$ cat src/rtl/clk40_sync_supervisor_if.sv
// rtl/clk40_sync_supervisor_if.sv - control/status bundle between the sync supervisor and its user
interface clk40_sync_supervisor_if #(
    parameter int ERR_W = 8
);
    logic             enable;
    logic             sync_in;
    logic             clr_err;
    logic             decoder_en;
    logic             locked;
    logic             strobe40;
    logic [2:0]       phase;
    logic             sync_err;
    logic [ERR_W-1:0] err_cnt;
    logic [1:0]       state;

    modport master (
        output enable, sync_in, clr_err,
        input  decoder_en, locked, strobe40, phase, sync_err, err_cnt, state
    );

    modport slave (
        input  enable, sync_in, clr_err,
        output decoder_en, locked, strobe40, phase, sync_err, err_cnt, state
    );
endinterface

$ cat src/rtl/clk40_sync_supervisor.sv
// rtl/clk40_sync_supervisor.sv - 40 MHz sync pulse lock supervisor in the 320 MHz domain
module clk40_sync_supervisor #(
    parameter int LOCK_COUNT = 4,
    parameter int MISS_LIMIT = 2,
    parameter int ERR_W      = 8
) (
    input  logic                      clk,
    input  logic                      reset,
    clk40_sync_supervisor_if.slave    bus
);
    typedef enum logic [1:0] {
        IDLE   = 2'b00,
        ACQ    = 2'b01,
        LOCKED = 2'b10,
        LOST   = 2'b11
    } state_t;

    state_t           state_q, state_d;
    logic [2:0]       cnt_q, cnt_d;
    logic [2:0]       fr_q;
    logic [2:0]       phase_q, phase_d;
    logic [3:0]       good_q, good_d;
    logic [2:0]       miss_q, miss_d;
    logic [ERR_W-1:0] err_q, err_d;
    logic             locked_q, sync_err_q, strobe_q, strobe_d;
    logic             on_time, early, missing, to_lost;

    assign on_time = bus.sync_in && (cnt_q == 3'd7);
    assign early   = bus.sync_in && (cnt_q != 3'd7);
    assign missing = !bus.sync_in && (cnt_q == 3'd7);
    assign cnt_d   = bus.sync_in ? 3'd0 : cnt_q + 3'd1;

    always_comb begin
        state_d  = state_q;
        good_d   = good_q;
        miss_d   = miss_q;
        phase_d  = phase_q;
        strobe_d = 1'b0;
        to_lost  = 1'b0;
        if (!bus.enable) begin
            state_d = IDLE;
            good_d  = '0;
            miss_d  = '0;
        end else begin
            case (state_q)
                IDLE: begin
                    state_d = ACQ;
                    good_d  = '0;
                    miss_d  = '0;
                end
                ACQ: begin
                    // Any pulse that is not an on-time continuation restarts the run at 1.
                    if (bus.sync_in)
                        good_d = (on_time && good_q != 4'd0) ? good_q + 4'd1 : 4'd1;
                    else if (missing)
                        good_d = '0;
                    if (good_d == LOCK_COUNT[3:0]) begin
                        state_d = LOCKED;
                        phase_d = fr_q;
                        miss_d  = '0;
                    end
                end
                LOCKED: begin
                    if (early) begin
                        to_lost = 1'b1;
                    end else if (on_time) begin
                        miss_d = '0;
                    end else if (missing) begin
                        miss_d = miss_q + 3'd1;
                        if (miss_d == MISS_LIMIT[2:0])
                            to_lost = 1'b1;
                    end
                    if (to_lost)
                        state_d = LOST;
                    else
                        strobe_d = on_time || missing;
                end
                LOST: begin
                    state_d = ACQ;
                    good_d  = bus.sync_in ? 4'd1 : 4'd0;
                    miss_d  = '0;
                end
                default: state_d = IDLE;
            endcase
        end
    end

    always_comb begin
        err_d = err_q;
        if (bus.clr_err)
            err_d = '0;
        else if (to_lost && err_q != '1)
            err_d = err_q + 1'b1;
    end

    always_ff @(posedge clk) begin
        if (reset) begin
            state_q    <= IDLE;
            cnt_q      <= '0;
            fr_q       <= '0;
            phase_q    <= '0;
            good_q     <= '0;
            miss_q     <= '0;
            err_q      <= '0;
            locked_q   <= 1'b0;
            sync_err_q <= 1'b1;
            strobe_q   <= 1'b0;
        end else begin
            state_q    <= state_d;
            cnt_q      <= cnt_d;
            fr_q       <= fr_q + 3'd1;
            phase_q    <= phase_d;
            good_q     <= good_d;
            miss_q     <= miss_d;
            err_q      <= err_d;
            locked_q   <= (state_q == LOCKED);
            sync_err_q <= (state_q != LOCKED);
            strobe_q   <= strobe_d;
        end
    end

    assign bus.decoder_en = locked_q;
    assign bus.locked     = locked_q;
    assign bus.sync_err   = sync_err_q;
    assign bus.strobe40   = strobe_q;
    assign bus.phase      = phase_q;
    assign bus.err_cnt    = err_q;
    assign bus.state      = state_q;
endmodule

$ cat src/flat_wrapper.sv
// flat-port wrapper written by rule: the top's interface ports become plain ports
module clk40_sync_supervisor_flat 
#(
    parameter int LOCK_COUNT = 4,
    parameter int MISS_LIMIT = 2,
    parameter int ERR_W      = 8
)
  (clk, reset, bus_enable, bus_sync_in, bus_clr_err, bus_decoder_en, bus_locked, bus_strobe40, bus_phase, bus_sync_err, bus_err_cnt, bus_state);
  clk40_sync_supervisor_if #(.ERR_W(ERR_W)) bus_i ();
  input  logic clk;
  input  logic reset;
  input wire logic [$bits(bus_i.enable)-1:0] bus_enable;
  input wire logic [$bits(bus_i.sync_in)-1:0] bus_sync_in;
  input wire logic [$bits(bus_i.clr_err)-1:0] bus_clr_err;
  output wire logic [$bits(bus_i.decoder_en)-1:0] bus_decoder_en;
  output wire logic [$bits(bus_i.locked)-1:0] bus_locked;
  output wire logic [$bits(bus_i.strobe40)-1:0] bus_strobe40;
  output wire logic [$bits(bus_i.phase)-1:0] bus_phase;
  output wire logic [$bits(bus_i.sync_err)-1:0] bus_sync_err;
  output wire logic [$bits(bus_i.err_cnt)-1:0] bus_err_cnt;
  output wire logic [$bits(bus_i.state)-1:0] bus_state;
  assign bus_i.enable = bus_enable;
  assign bus_i.sync_in = bus_sync_in;
  assign bus_i.clr_err = bus_clr_err;
  assign bus_decoder_en = bus_i.decoder_en;
  assign bus_locked = bus_i.locked;
  assign bus_strobe40 = bus_i.strobe40;
  assign bus_phase = bus_i.phase;
  assign bus_sync_err = bus_i.sync_err;
  assign bus_err_cnt = bus_i.err_cnt;
  assign bus_state = bus_i.state;
  clk40_sync_supervisor #(.LOCK_COUNT(LOCK_COUNT), .MISS_LIMIT(MISS_LIMIT), .ERR_W(ERR_W)) u_core (.clk(clk), .reset(reset), .bus(bus_i));
endmodule
$ cat config.mk
export PLATFORM = sky130hd
export DESIGN_NAME = clk40_sync_supervisor_flat
export DESIGN_NICKNAME = d
export VERILOG_FILES = /design/src/rtl/clk40_sync_supervisor_if.sv /design/src/rtl/clk40_sync_supervisor.sv /design/src/flat_wrapper.sv
export SDC_FILE = /design/constraint.sdc
export NUM_CORES = 1
export LEC_CHECK = 0
export ABC_AREA = 1
export CAP_MARGIN = 20
export CELL_PAD_IN_SITES_DETAIL_PLACEMENT = 1
export CELL_PAD_IN_SITES_GLOBAL_PLACEMENT = 1
export CORE_MARGIN = 4
export CORE_UTILIZATION = 38
export CTS_BUF_LIST = sky130_fd_sc_hd__clkbuf_8
export DETAILED_ROUTE_END_ITERATION = 12
export DONT_BUFFER_PORTS = 1
export GPL_TIMING_DRIVEN = 0
export PLACE_DENSITY = 0.65
export SLEW_MARGIN = 40
export SYNTH_ARGS = -nofsm -noshare
export SYNTH_HDL_FRONTEND = slang
export SYNTH_SLANG_ARGS = --single-unit
$ cat constraint.sdc
create_clock -name clk -period 1.95 [get_ports clk]
set_input_delay 0.39 -clock clk [delete_from_list [all_inputs] [get_ports clk]]
set_output_delay 0.39 -clock clk [all_outputs]
set_load 0.02 [all_outputs]
; ---- After elaboration in Yosys (flattened, before gate mapping)
; Index checks and enable logic that the tools add are counted.
[totals]
word_cells = 71
reg_bits = 29
inputBits = 5
output_inout_bits = 17
[classes]
eq_ne = 13
addsub = 5
n_bitwise = 2
reduce_logical = 18
mux = 23
[op_table]
columns = cell, count
row1 = $mux W4, 5
row2 = $mux W3, 4
row3 = $pmux W4 S3, 1
row4 = $add A3 B1 Y3 const B, 3
row5 = $mux W1, 9
row6 = $pmux W3 S3, 1
row7 = $add A8 B1 Y8 const B, 1
row8 = $ne A8 B8 Y1 const B, 1
row9 = $reduce_or A2 Y1, 4
row10 = $ne A2 B2 Y1 const B, 3
row11 = $pmux W2 S3, 1
row12 = $reduce_and A3 Y1, 2
row13 = $logic_and A1 B1 Y1, 5
row14 = $add A4 B1 Y4 const B, 1
row15 = $eq A2 B2 Y1 const B, 2
row16 = $eq A4 B3 Y1 const B, 1
row17 = $mux W2, 2
row18 = $reduce_bool A4 Y1, 1
row19 = $reduce_or A4 Y1, 1
row20 = $eq A3 B2 Y1 const B, 1
row21 = $eq A3 B3 Y1 const B, 1
row22 = $ne A3 B1 Y1 const B, 1
row23 = $ne A3 B3 Y1 const B, 1
row24 = $reduce_bool A3 Y1, 1
row25 = 7 further kinds, 8

; ---- Logic depth before layout (Yosys ltp)
[logic_depth]
ltp_word = 11
mapped_depth = 14
ltp_nobuf = 14

; ---- Worst setup path before layout
; Ideal clock, no wire load.
[synth_timing]
kind = register to register
startpoint = register u_core.cnt_q[0]
endpoint = register u_core.state_q[0], in the netlist u_core.bus.state[0]
period_less_slack_ns = 1.659
path_slack_ns = 0.291
required_ns = 1.835
path_stages_with_launch = 10
n_path_buf = 0
arrival_time_ns = 1.543
setup_time_ns = 0.115
cell_sequence = dfxtp_1 ha_1 ha_1 inv_1 nor2_1 nand3_1 o21ai_0 or2_2 a21oi_1 nor2_1
[synth_between]
elab_chain_cells = 10
word_cells_on_any_way = 20
classes_between = eq/ne: 5 / mux: 10 / reduce/logical: 5
[synth_rtl]
columns = item, line
row1 = "start, declared", clk40_sync_supervisor.sv:19  ; logic [2:0] cnt_q, cnt_d;
row2 = "start signal, assigned", clk40_sync_supervisor.sv:110  ; cnt_q <= cnt_d;
row3 = $eq A3 B3 Y1, "clk40_sync_supervisor.sv:28, clk40_sync_supervisor.sv:30"
row4 = $logic_and A1 B1 Y1, clk40_sync_supervisor.sv:28  ; assign on_time = bus.sync_in && (cnt_q == 3'd7);
row5 = $logic_and A1 B1 Y1, clk40_sync_supervisor.sv:54  ; good_d = (on_time && good_q != 4'd0) ? good_q + 4'd1 : 4'd1;
row6 = $mux W4, clk40_sync_supervisor.sv:54
row7 = $mux W4, clk40_sync_supervisor.sv:53  ; if (bus.sync_in)
row8 = $mux W4, clk40_sync_supervisor.sv:45  ; case (state_q)
row9 = $mux W4, clk40_sync_supervisor.sv:40  ; if (!bus.enable) begin
row10 = $eq A4 B3 Y1, clk40_sync_supervisor.sv:57  ; if (good_d == LOCK_COUNT[3:0]) begin
row11 = $ne A2 B1 Y1 (no line), --
row12 = $reduce_and A2 Y1 (no line) *, --
row13 = "end signal, assigned", clk40_sync_supervisor.sv:109  ; state_q <= state_d;
row14 = "end, declared", clk40_sync_supervisor.sv:18  ; state_t state_q, state_d;
; Every way passes the cells marked *; elsewhere a longest branch is shown, timed or not. The select of a mux whose other input is x is not followed.
; A chain may end at the register's enable or synchronous reset.

; ---- Final worst setup path
[layout_timing]
startpoint = register u_core.cnt_q[0]
endpoint = register u_core.state_q[1], in the netlist u_core.bus.state[1]
; The elaborated chain is that of the path after synthesis.

==> summary by stage <==
Status
The flow ran to the end, and the final reports show no timing, DRC or antenna violations.

Yosys
The most common cell in the netlist is sky130_fd_sc_hd__nand2_1. The share of synthesized area in the top cell type comes to 0.383. The cell taking the most area after synthesis is sky130_fd_sc_hd__dfxtp_1. Of the synthesized area, sequential elements account for 0.383.

Sorting the synthesized cells by area gives the leading types as sky130_fd_sc_hd__dfxtp_1 (38%), sky130_fd_sc_hd__nand2_1 (14%), sky130_fd_sc_hd__ha_1 (11%). In this run the mean area of a mapped cell was 7.06 µm². The number of unique standard cell types used by synthesis is 20. In this run, synthesis produced a sequential element count of 29. Sorting the synthesized cells by how often they occur yields sky130_fd_sc_hd__nand2_1 (58), sky130_fd_sc_hd__dfxtp_1 (29), sky130_fd_sc_hd__inv_1 (28). The proportion of synthesized flip-flops having asynchronous set or reset is 0. The mapped cell area is 1520 µm². The total number of yosys warnings is 0. The most used flip-flop cell after synthesis is sky130_fd_sc_hd__dfxtp_1.

The synthesized design contains 0 enable-type register cells. Synthesis produced a netlist with a net count of 233. After technology mapping, the gate count stands at 215.

Die
The cell row count is 22. The die covers 5070 µm². For this configuration, the core starts out at a cell density of 0.402.

Pin placement for this block handled 22 I/O pins. The die extent in x is 71.2 µm. From bottom edge to top edge, the die measures 71.2 µm.

In this run the standard cell core region covers 3770 µm².

Layout
The number of nets in the layout is 243. The share of layout cells above drive strength 1 is 0.115. Counting the fill cells in the layout gives 491. The multi-input combinational cells in the finished layout cover a total of 826 µm². 0 antenna diodes ended up in the layout. The area growth from synthesis to final layout is 15.6%. The register area is 582 µm².

Critical path
Data arrives at the worst endpoint at 1.94 ns. The number of buffers and inverters on the critical path is 0. STA classifies the critical path startpoint as a register.

The data required time at the worst endpoint is 2.13 ns. The endpoint of the worst setup timing path is u_core.bus.state[1]$_SDFFE_PP0P_. The family of cells with the greatest summed delay on the critical path is simple AND/OR/NAND/NOR gates. The signal on the critical path passes through ha_1 > ha_4 > nand2_1 > a21oi_1 > nand2_1 > nand2_1 > nor2_1 > nand2_2 > nand2_4 > a21oi_1 > nor2_1.

The worst register-to-register path has a setup slack of 0.18 ns. Along the worst path, the maximum fanout reaches 10. The worst register-to-register path ends at u_core.bus.state[1]$_SDFFE_PP0P_. The worst setup path is of the register to register kind. Counting buffers and inverters, the worst setup path is 11 cells deep. The path depth of the worst reg2reg path is 11. Tracing the worst setup path back leads to its startpoint at u_core.cnt_q[0]$_SDFF_PP0_. The slowest library cell on the worst path is sky130_fd_sc_hd__dfxtp_1. The delay contributed by the slowest stage of the critical path is 0.35 ns.

The cell repeated most along the worst path is sky130_fd_sc_hd__nand2_1. The worst setup path is captured at a register. In this run the critical register-to-register path is launched from u_core.cnt_q[0]$_SDFF_PP0_.

Timing
The worst hold slack after final layout is 0.170 ns. On the final layout, the worst clock skew is 0.00629 ns. Of the available clock period, the critical path in the final layout requires 0.908. The number of failing hold endpoints at the final stage is 0. Setup repair after global routing left no endpoint under its margin.

Setup violations remaining at the end of the flow were counted as 0. Counting I/O delays and the setup requirement, the final critical path takes 1.77 ns. For the final routed database, the setup TNS stands at 0 ns. At the pin with the least slew margin, the transition time is 0.383 ns. The maximum clock rate is 565 MHz. Measured against its own limit, the worst slew margin works out to 0.745. The count of pins over their slew limit is 0.

Power and ir drop
The worst supply voltage drop on vdd is 0.400 mV. In this run the power density over the cells is 841 nW/µm². The analysis attributes to cell leakage a power of 0.000802 µW.

Global route
The number of global-route vias before repair came to 1378. The number of antenna violations at the first check in global routing is 0. The total grt overflow is 0. Entering global routing, the biggest net connects 11 pins.

Across every metal layer, demand over resource in global routing totals 0.161. The first-pass GRT wire length is 6.38 mm.

Route
The pre-antenna-repair detailed-routing pass consisted of 5 iterations. In the routed layout, each cell is associated on average with a via count of 4.89. The count of nets left with antenna violations once routing finished came out at 0. The total number of vias is 1339. The number of DRC markers in iteration 0 is 55.

In the routed design, unresolved DRC markers number 0. Dividing the detail-routed wire length by the instance count gives 13.1 µm. The final layout contains routed wiring with a total length of 3.59 mm.

Placed design
Buffers placed on the I/O ports in this run total 0. Routability-driven placement finished with a final weighted congestion of 0.880. The estimated wirelength of the detail-placed design is 2.64 mm.

Clock tree
The H-tree generated during clock tree synthesis spans 2 levels. The clock root buffer master is sky130_fd_sc_hd__clkbuf_8. For this design, the CTS-stage hold fixing added 0 buffers. The clock edge transition at the registers on the reported setup and hold paths is 0.06 ns. The CTS tree is built.

The longest clock path from root to sink contains 2 buffers. The clock net in this run drives a total of 29 sinks. Clock tree synthesis inserted a total of 5 buffers. Clock latency on the worst-skew pair, taken at its later pin, is 0.28 ns.

Min path
The path class of the tightest hold or removal check is primary input to register.

Run
The number of max-cap violations is 0.
==> area by class of cell <==
type | instances | share of cell area
buffer | 2 | 0.00642
clock buffer | 5 | 0.0392
clock inverter | 3 | 0.0371
inverter | 31 | 0.0678
multi-input combinational | 153 | 0.471
sequential | 29 | 0.332
tap | 48 | 0.0342
timing repair buffer | 3 | 0.0128
==> cell usage in the layout (no fill, tap or decap) <==
| master | count |
|---|---|
| sky130_fd_sc_hd__or2_2 | 2 |
| sky130_fd_sc_hd__nand3_1 | 11 |
| sky130_fd_sc_hd__ha_1 | 12 |
| sky130_fd_sc_hd__a21oi_2 | 1 |
| sky130_fd_sc_hd__a21oi_1 | 19 |
| sky130_fd_sc_hd__inv_4 | 1 |
| sky130_fd_sc_hd__nand4_1 | 2 |
| sky130_fd_sc_hd__nor3_1 | 3 |
| sky130_fd_sc_hd__nor2_1 | 27 |
| sky130_fd_sc_hd__clkbuf_8 | 5 |
| sky130_fd_sc_hd__dfxtp_2 | 1 |
| sky130_fd_sc_hd__nand2_1 | 58 |
| sky130_fd_sc_hd__dfxtp_1 | 28 |
| sky130_fd_sc_hd__nand2_2 | 2 |
| sky130_fd_sc_hd__bufinv_16 | 2 |
| sky130_fd_sc_hd__o21ai_0 | 2 |
| sky130_fd_sc_hd__inv_1 | 27 |
| sky130_fd_sc_hd__nand2_4 | 2 |
| sky130_fd_sc_hd__clkinv_1 | 1 |
| sky130_fd_sc_hd__clkinv_2 | 1 |
| sky130_fd_sc_hd__buf_4 | 4 |
| sky130_fd_sc_hd__ha_4 | 1 |
| sky130_fd_sc_hd__xnor2_1 | 5 |
| sky130_fd_sc_hd__o21ai_1 | 1 |
| sky130_fd_sc_hd__nor2_2 | 2 |
| sky130_fd_sc_hd__xor2_1 | 3 |
| sky130_fd_sc_hd__inv_2 | 2 |
| sky130_fd_sc_hd__buf_1 | 1 |
==> flip-flops by register name (all words and copies together) (netlist names) <==
name / count
u_core.bus.phase: 3
u_core.bus.decoder_en: 1
u_core.miss_q: 3
u_core.bus.state: 2
u_core.bus.err_cnt: 8
u_core.fr_q: 3
u_core.bus.sync_err: 1
u_core.good_q: 4
u_core.cnt_q: 3
u_core.bus.strobe40: 1
==> what timing repair did <==
action,4_1_cts,5_1_grt
buffers inserted,0,3
setup endpoints to repair,0,17
resized for setup,0,7
hold endpoints to repair,0,0
==> routing by layer <==
| metal | wire [µm] | vias to the layer above | part of all wire | track usage |
|---|---|---|---|---|
| li1 | - | 684 | - | - |
| met3 | 166 | 6 | 0.046 | 0.0554 |
| met5 | 0 | - | 0 | 0 |
| met1 | 1560 | 632 | 0.43 | 0.187 |
| met2 | 1810 | 17 | 0.50 | 0.268 |
| met4 | 53 | 0 | 0.015 | 0.0647 |
==> worst register-to-register path, cell delays in order (launching register included) <==
cell and delay [ns]:
sky130_fd_sc_hd__dfxtp_1 0.35, sky130_fd_sc_hd__ha_1 0.21, sky130_fd_sc_hd__ha_4 0.18, sky130_fd_sc_hd__nand2_1 0.08, sky130_fd_sc_hd__a21oi_1 0.18, sky130_fd_sc_hd__nand2_1 0.10, sky130_fd_sc_hd__nand2_1 0.09, sky130_fd_sc_hd__nor2_1 0.06
sky130_fd_sc_hd__nand2_2 0.11, sky130_fd_sc_hd__nand2_4 0.10, sky130_fd_sc_hd__a21oi_1 0.15, sky130_fd_sc_hd__nor2_1 0.06
==> metrics by stage <==
step	setup slack (ns)	utilization	total power, µW	instances	instance area [µm²]
floorplan	0.291	-	710	215	1520
global placement	0.0813	0.418	727	263	1580
detailed placement	0.0658	0.418	735	263	1580
CTS	0.0472	0.454	1490	271	1710
global route	0.00538	0.465	1540	274	1750
finish	0.180	0.465	1480	274	1750
==> worst min-delay path by stage <==
stage	endpoint	start	cells past startpoint	slack, ns
after floorplan	u_core.cnt_q[0]$_SDFF_PP0_	u_core.cnt_q[0]$_SDFF_PP0_	1	0.40
after global placement	u_core.cnt_q[0]$_SDFF_PP0_	u_core.cnt_q[0]$_SDFF_PP0_	1	0.41
after detailed placement	u_core.cnt_q[0]$_SDFF_PP0_	u_core.cnt_q[0]$_SDFF_PP0_	1	0.43
after CTS	u_core.fr_q[0]$_SDFF_PP0_	reset	1	0.16
after global routing	u_core.fr_q[0]$_SDFF_PP0_	reset	1	0.14
final	u_core.fr_q[0]$_SDFF_PP0_	reset	1	0.17
==> power breakdown <==
part	internal [µW]	total, µW	switching, µW
Clock	507	751	243
Sequential	608	628	20.0
Combinational	35.5	96.9	61.4
==> logic make-up (layout without fill, tap and decap cells) <==
| kind of cell | count (synthesis) | after routing | synth area share |
|---|---|---|---|
| AND/OR/NAND/NOR | 109 | 109 | 0.304 |
| buffers and inverters | 33 | 44 | 0.0841 |
| flip-flops | 29 | 29 | 0.383 |
| AO/OA/AOI/OAI | 23 | 23 | 0.0758 |
| adder cells (fa/ha/maj) | 13 | 13 | 0.107 |
| XOR/XNOR | 8 | 8 | 0.0462 |
(Power assumes the default switching activity.)
